[config.mk]
export PLATFORM = sky130hd
export DESIGN_NAME = ahb_sram_sub
export DESIGN_NICKNAME = d
export VERILOG_FILES = /design/src/rtl/ahb_sram_sub.sv
export SDC_FILE = /design/constraint.sdc
export NUM_CORES = 1
export LEC_CHECK = 0
export CORE_MARGIN = 1.5
export CORE_UTILIZATION = 29
export CTS_CLUSTER_DIAMETER = 40
export CTS_CLUSTER_SIZE = 10
export DETAILED_ROUTE_END_ITERATION = 12
export PLACE_DENSITY = 0.93
export SYNTH_ARGS = -nofsm -noshare
export SYNTH_HDL_FRONTEND = slang
export SYNTH_SLANG_ARGS = --single-unit
export TNS_END_PERCENT = 100
[constraint.sdc]
create_clock -name hclk_i -period 2.7 [get_ports hclk_i]
set_clock_uncertainty 0.05 [all_clocks]
set_input_delay 0.27 -clock hclk_i [delete_from_list [all_inputs] [get_ports hclk_i]]
set_output_delay 0.27 -clock hclk_i [all_outputs]
set_load 0.01 [all_outputs]
[src/rtl/ahb_sram_sub.sv]
// AHB subordinate driving a single-port synchronous SRAM macro.
// Optional wait states before each access; two-cycle ERROR response for illegal transfers.
module ahb_sram_sub #(
    parameter int ADDR_WIDTH  = 32,
    parameter int DATA_WIDTH  = 32,
    parameter int MEM_DEPTH   = 1024,
    parameter int WAIT_STATES = 0,
    localparam int STRB_WIDTH = DATA_WIDTH / 8,
    localparam int MEM_AW     = $clog2(MEM_DEPTH)
) (
    input  logic                  hclk_i,
    input  logic                  hrst_i,
    input  logic                  hsel_i,
    input  logic [ADDR_WIDTH-1:0] haddr_i,
    input  logic [1:0]            htrans_i,
    input  logic [2:0]            hsize_i,
    input  logic                  hwrite_i,
    input  logic                  hready_i,
    input  logic [DATA_WIDTH-1:0] hwdata_i,
    input  logic [STRB_WIDTH-1:0] hwstrb_i,
    output logic [DATA_WIDTH-1:0] hrdata_o,
    output logic                  hreadyout_o,
    output logic                  hresp_o,
    output logic                  mem_req_o,
    output logic                  mem_we_o,
    output logic [MEM_AW-1:0]     mem_addr_o,
    output logic [DATA_WIDTH-1:0] mem_wdata_o,
    output logic [STRB_WIDTH-1:0] mem_be_o,
    input  logic [DATA_WIDTH-1:0] mem_rdata_i
);
    localparam int SW = $clog2(STRB_WIDTH);
    localparam int AW_KEEP = MEM_AW + SW;
    localparam logic [3:0] WAIT_LOAD = (WAIT_STATES > 0) ? 4'(WAIT_STATES - 1) : 4'd0;

    typedef enum logic [2:0] {
        S_IDLE, S_WAIT, S_WR, S_RD_REQ, S_RD_DATA, S_ERR1, S_ERR2
    } state_t;

    state_t               state_q, state_d;
    logic [AW_KEEP-1:0]   addr_q, addr_d;
    logic [2:0]           size_q, size_d;
    logic                 write_q, write_d;
    logic [3:0]           cnt_q, cnt_d;

    logic                 final_cycle;
    logic                 accept;
    logic                 accept_err;
    state_t               accept_state;
    logic [4:0]           lane_off;
    logic [4:0]           lane_bytes;
    logic [STRB_WIDTH-1:0] lane_mask;

    // A new address phase is only taken while the current data phase is completing.
    assign final_cycle = (state_q == S_IDLE) || (state_q == S_WR) ||
                         (state_q == S_RD_DATA) || (state_q == S_ERR2);
    assign accept = hsel_i && (htrans_i == 2'b10 || htrans_i == 2'b11) && hready_i && final_cycle;

    assign accept_err = (hsize_i > 3'(SW)) ||
                        ((haddr_i & ((ADDR_WIDTH'(1) << hsize_i) - ADDR_WIDTH'(1))) != '0) ||
                        ((haddr_i >> SW) >= ADDR_WIDTH'(MEM_DEPTH));

    always_comb begin
        accept_state = S_ERR1;
        if (!accept_err) begin
            if (WAIT_STATES > 0) accept_state = S_WAIT;
            else if (hwrite_i)   accept_state = S_WR;
            else                 accept_state = S_RD_REQ;
        end
    end

    always_comb begin
        state_d = state_q;
        addr_d  = addr_q;
        size_d  = size_q;
        write_d = write_q;
        cnt_d   = cnt_q;
        if (accept) begin
            addr_d  = haddr_i[AW_KEEP-1:0];
            size_d  = hsize_i;
            write_d = hwrite_i;
            cnt_d   = WAIT_LOAD;
        end
        unique case (state_q)
            S_IDLE, S_WR, S_RD_DATA, S_ERR2: state_d = accept ? accept_state : S_IDLE;
            S_WAIT: begin
                if (cnt_q == 4'd0) state_d = write_q ? S_WR : S_RD_REQ;
                else               cnt_d   = cnt_q - 4'd1;
            end
            S_RD_REQ: state_d = S_RD_DATA;
            S_ERR1:   state_d = S_ERR2;
            default:  state_d = S_IDLE;
        endcase
    end

    always_ff @(posedge hclk_i or posedge hrst_i) begin
        if (hrst_i) begin
            state_q <= S_IDLE;
            addr_q  <= '0;
            size_q  <= '0;
            write_q <= 1'b0;
            cnt_q   <= '0;
        end else begin
            state_q <= state_d;
            addr_q  <= addr_d;
            size_q  <= size_d;
            write_q <= write_d;
            cnt_q   <= cnt_d;
        end
    end

    // Byte lanes covered by the registered size/address, ANDed with the bus strobes.
    assign lane_off   = 5'(addr_q[SW-1:0]);
    assign lane_bytes = 5'd1 << size_q;

    generate
        for (genvar gi = 0; gi < STRB_WIDTH; gi++) begin : g_lane
            assign lane_mask[gi] = (5'(gi) >= lane_off) && (5'(gi) < lane_off + lane_bytes);
        end
    endgenerate

    always_comb begin
        hreadyout_o = 1'b1;
        hresp_o     = 1'b0;
        hrdata_o    = '0;
        mem_req_o   = 1'b0;
        mem_we_o    = 1'b0;
        mem_wdata_o = '0;
        mem_be_o    = '0;
        unique case (state_q)
            S_WAIT: hreadyout_o = 1'b0;
            S_WR: begin
                mem_req_o   = 1'b1;
                mem_we_o    = 1'b1;
                mem_wdata_o = hwdata_i;
                mem_be_o    = hwstrb_i & lane_mask;
            end
            S_RD_REQ: begin
                mem_req_o   = 1'b1;
                hreadyout_o = 1'b0;
            end
            S_RD_DATA: hrdata_o = mem_rdata_i;
            S_ERR1: begin
                hresp_o     = 1'b1;
                hreadyout_o = 1'b0;
            end
            S_ERR2:  hresp_o = 1'b1;
            default: ;
        endcase
    end

    assign mem_addr_o = addr_q[AW_KEEP-1:SW];

endmodule
# After elaboration in Yosys (flattened, before gate mapping)
# Index checks and enable logic that the tools add are counted.
[totals]
regBits = 23
input_bits = 110
word_cells = 67
[op_classes]
bitwise_logic = 2
muxes = 16
order_cmp = 10
eq_ne = 9
shifts = 2
n_reduce_logical = 20
add_sub_neg = 3
[ops]
columns = ["op", "count"]
rows = [
  ["two-way mux 32 bit", 2],
  ["AND 32 bit", 1],
  ["nonzero test 32 bit", 1],
  ["left shift 1 x 3 -> 32 bit (first input constant)", 1],
  ["subtractor 32 x 1 -> 32 bit (second input constant)", 1],
  ["greater-or-equal comparator 30 x 11 -> 1 bit (second input constant)", 1],
  ["two-way mux 4 bit", 4],
  ["case mux 3 bit (4 select lines)", 1],
  ["< comparator 1 x 5 -> 1 bit (first input constant)", 2],
  ["< comparator 2 x 5 -> 1 bit (first input constant)", 2],
  ["equality test 3 bit (second input constant)", 3],
  ["two-way mux 3 bit", 3],
  ["logical AND 1 bit", 7],
  ["equality test 3 x 2 -> 1 bit (second input constant)", 2],
  ["logical OR 1 bit", 6],
  ["two-way mux 1 bit", 6],
  ["adder 2 x 5 -> 5 bit", 1],
  ["left shift 1 x 3 -> 5 bit (first input constant)", 1],
  ["AND 4 bit", 1],
  ["equality test 2 bit (second input constant)", 2],
  ["greater-or-equal comparator 1 x 2 -> 1 bit (first input constant)", 2],
  ["greater-or-equal comparator 2 bit (first input constant)", 2],
  ["zero test 4 bit", 1],
  ["OR reduction 2 bit", 2],
  ["7 further kinds", 7],
]

# Longest topological paths before layout
# Gate-level depths: netlist (run 1).
[logic_depth]
ltp_word = 9
depth_mapped = 7
mapped_depth_nobuf = 7

# Least setup slack after synthesis (run 1)
# OpenSTA, ideal clock, no wires.
[synth_path]
path_kind = "flip-flop to output port"
start = "reg size_q[2]"
end = "out mem_be_o[2]"
path_buffers = 0
required_ns = 2.380
stages_incl_launch_ff = 7
arrival_time_ns = 1.735
slack_ns = 0.645
cell_sequence = "dfrtp_1 > nor3_1 > ha_1 > fa_1 > a41o_1 > a21oi_1 > o2111a_1"
[synth_between]
elab_chain_cells = 6
[synth_lines]
columns = ["item", "line", "text"]
rows = [
  ["start, declared", "41", "logic [2:0] size_q, size_d;"],
  ["start signal, assigned", "105", "size_q <= size_d;"],
  ["left shift 1 x 3 -> 5 bit", "113", "assign lane_bytes = 5'd1 << size_q;"],
  ["adder 2 x 5 -> 5 bit", "117", "assign lane_mask[gi] = (5'(gi) >= lane_off) && (5'(gi) < lane_off + lane_bytes);"],
  ["< comparator 2 x 5 -> 1 bit", "117", ""],
  ["logical AND 1 bit", "117", ""],
  ["AND 4 bit", "135", "mem_be_o = hwstrb_i & lane_mask;"],
  ["two-way mux 4 bit", "129", "unique case (state_q)"],
  ["end, declared", "28", "output logic [STRB_WIDTH-1:0] mem_be_o,"],
]
# No other way between the ends.

# Worst setup path after layout (run 1)
[layout_path]
start = "reg size_q[0]"
end = "out mem_be_o[1]"
[layout_between]
elab_chain_cells = 6
[layout_lines]
columns = ["item", "line"]
rows = [
  ["left shift 1 x 3 -> 5 bit", "113"],
  ["adder 2 x 5 -> 5 bit", "117"],
  ["< comparator 1 x 5 -> 1 bit", "117"],
  ["logical AND 1 bit", "117"],
  ["AND 4 bit", "135"],
  ["two-way mux 4 bit", "129"],
]
# No other way between the ends.

==> flow_summary.json, run 1 <==
{
  "cp_slowest_cell": "dfrtp_1",
  "outcome": "complete, no violations",
  "clk_path_buf_depth": 2,
  "min_period_ns": 2.63,
  "areaGrowthSynthToFinish_pct": 110,
  "vias_per_cell": 4.63,
  "die_w_um": 82.5,
  "initial_utilization": 0.304,
  "fin_util": 0.640,
  "cts.htree.levels": 1,
  "min_path_type": "input port to asynchronous set/reset pin",
  "synth_edf_count": 0,
  "power.internal_mw": 1.65,
  "overflow": 0,
  "cp_data_arrival_time_ns": 2.31,
  "crit_path_max_fanout": 3,
  "cts_sinks": 23,
  "num_rows": 28,
  "yosysWarnings": 0,
  "rsz0062_at_grt": "yes",
  "synth_top_area_share": 0.314,
  "die_area_um2": 6810,
  "dr.pass1.iters": 4,
  "endpoint_kind": "output pin",
  "cap_violations": 0,
  "required_ns": 2.38,
  "p_per_area_nw_per_um2": 690,
  "synth_top_family_by_area": "simple AND/OR/NAND/NOR gates",
  "drc": 0,
  "synth_xor_area_frac": 0,
  "hold_viol": 0,
  "grt_pass1_vias": 2114,
  "synth_cell_types": 40,
  "clkTransAtPathRegs_ns": 0.08,
  "switching_share": 0.381,
  "post-dp-hpwl_mm": 6.06,
  "routed_wl_mm": 7.26,
  "ys.flop_type": "dfrtp_1",
  "clk_latency_ns": 0.26,
  "netlist.top_cell.by_area": "dfrtp_1",
  "synth-compound-area-share": 0.0935,
  "detail_route.wl_per_cell_um": 14.8,
  "start_kind": "register",
  "period_share": 0.973,
  "ys_ff_latch": 23,
  "slew_violations": 0,
  "placed_area_um2": 3750,
  "grt_usage": 0.196,
  "power.switching_mw": 1.01,
  "worst_pin_slew_ns": 0.855,
  "timing.hold.ws_ns": 0.430,
  "port_buffers": 190,
  "synth_nets": 347,
  "synth_adder_area_share": 0.0382,
  "p_comb_frac": 0.671,
  "crit_chain": "nor3_2 > ha_2 > fa_2 > nor2b_1 > a41o_1 > a21oi_2 > buf_4 > buf_4 > o2111a_1 > clkbuf_2",
  "ios": 192,
  "antenna_found_initial": 0,
  "setup_viol": 0,
  "drtIter0Drc": 42,
  "layout-drive-gt1-share": 0.0719,
  "ys_top_cells_by_area": "dfrtp_1 31%, and2_1 22%, nand2_1 11%, buf_4 4.5%, ha_1 2.7%",
  "gp_congestion": 0.759,
  "die_h_um": 82.5,
  "grt_max_degree": 33,
  "yosys.area_share.simple": 0.452,
  "cts_made_buffers": 3,
  "synthesis.area_um2": 1830,
  "cts_tree": "yes",
  "diodes": 0,
  "final_nets": 533,
  "core_um2": 6030,
  "grt_pass1_wl_mm": 10.1,
  "max_stage_delay_ns": 0.41,
  "synthMuxAreaShare": 0.0171,
  "cts_root_buffer": "clkbuf_8",
  "p_leak_nw": 1.63,
  "crit_type": "register to output pin",
  "async_flop_share": 1.00,
  "vias": 2276,
  "ys_seq_area_frac": 0.314,
  "ant_nets": 0,
  "p_seq_frac": 0.249,
  "relSlewSlack": 0.430,
  "cp_common_cell": "buf_4",
  "ir_drop_mv": 0.466,
  "final_common_cell": "clkdlybuf4s50_1",
  "netlist_instances": 232,
  "fillCellCount": 512,
  "final_cell_mix": "186 x clkdlybuf4s50_1, 65 x and2_1, 52 x nand2_1",
  "clkPwrFrac": 0.080,
  "avgSynthCellArea_um2": 7.91,
  "max_freq_mhz": 380,
  "stdcell_area_um2": 3850
}
[flip-flops by register name, indices dropped and copies added, names as in the netlist]
signal and cells:
state_q 3, write_q 1, addr_q 12, size_q 3, cnt_q 4
[cell families after synthesis]
| logic type | Yosys count |
|---|---|
| simple gates | 151 |
| compound gates | 21 |
| fa+ha+maj | 5 |
| flops | 23 |
| buf+inv | 29 |
| mux | 3 |
[worst paths after layout]
kind / start / endpoint / slack (ns) / cells past startpoint
setup / recovery: size_q[0]$_DFFE_PP0P_ / mem_be_o[1] / 0.07 / 10
hold / removal: hrst_i / addr_q[8]$_DFFE_PP0P_ / 0.43 / 2
setup reg to reg: state_q[0]$_DFFE_PP0P_ / state_q[1]$_DFFE_PP0P_ / 1.09 / 4
hold reg to reg: addr_q[8]$_DFFE_PP0P_ / addr_q[8]$_DFFE_PP0P_ / 0.43 / 2
max in group asynchronous: hrst_i / addr_q[2]$_DFFE_PP0P_ / 1.64 / 2
min in group hclk_i: addr_q[8]$_DFFE_PP0P_ / addr_q[8]$_DFFE_PP0P_ / 0.43 / 2
[critical path, delay by kind of cell, from the launching register on]
kind | cells | cell delay [ns]
AND/OR/NAND/NOR | 2 | 0.27
AO/OA/AOI/OAI | 3 | 0.54
adder cells (fa/ha/maj) | 2 | 0.47
flip-flops | 1 | 0.41
buffers and inverters | 3 | 0.36
[synth_stat cells (2+ instances only)]
cell type and n:
and2_1 65, nand2_1 52, dfrtp_1 23, buf_4 11
inv_1 8, nor2b_1 5, nor3_1 5, nor4_1 5
buf_2 4, clkbuf_1 4, ha_1 4, o21ai_0 4
and4b_1 3, nor2_1 3, a211oi_1 2, a21oi_1 2
clkbuf_2 2, mux2i_1 2, nand2b_1 2, nand3_1 2
nand4b_1 2, o2111a_1 2, o21ai_1 2, o31a_1 2
[stage by stage]
stage / TNS (ns) / worst slack [ns] / power (mW) / cells
2_1_floorplan: 0 / 0.645 / 1.52 / 232
3_3_place_gp: 0 / 0.0728 / 2.25 / 482
3_5_place_dp: -0.0388 / -0.0388 / 2.31 / 482
4_1_cts: -0.0144 / -0.0144 / 2.64 / 491
5_1_grt: -0.0647 / -0.0647 / 2.86 / 492
6_report: 0 / 0.0718 / 2.66 / 492
[area by class of cell]
type	instances	area, um2	area share
repair buffers	202	1980	0.513
multi-input cells	180	1130	0.294
flip-flops and latches	23	576	0.149
well taps	75	93.8	0.0244
clock buffers	4	45.0	0.0117
inverters	8	30.0	0.00779
[per-layer routing]
layer | track usage | up-vias | share of wire
li1 | - | 1118 | -
met1 | 0.196 | 1041 | 0.34
met2 | 0.386 | 109 | 0.54
met3 | 0.0538 | 8 | 0.11
met4 | 0.0633 | 0 | 0.016
met5 | 0 | - | 0
[power by group through the flow]
stage	sequential, mW	combinational, mW	clock (mW)
finish	0.662	1.78	0.213
global route	0.687	1.94	0.232
CTS	0.653	1.76	0.219
detailed placement	0.665	1.65	0
global placement	0.650	1.60	0
floorplan	0.629	0.892	0
[repair_timing]
item                       in CTS  in global routing
setup endpoints to repair       4                  3
setup buffers                   5                  1
resized for setup               9                  8
pin swaps                       1                  3
hold buffers                    0                  0
(Power assumes the default switching activity.)
==> run 2, diff against run 1 <==
--- a/config.mk
+++ b/config.mk
@@ -5,6 +5,7 @@
 export SDC_FILE = /design/constraint.sdc
 export NUM_CORES = 1
 export LEC_CHECK = 0
+export CAP_MARGIN = 10
 export CORE_MARGIN = 1.5
 export CORE_UTILIZATION = 29
 export CTS_CLUSTER_DIAMETER = 40
==> results of run 2 <==
No change in the layout: final DEF, timing and power equal those of run 1.
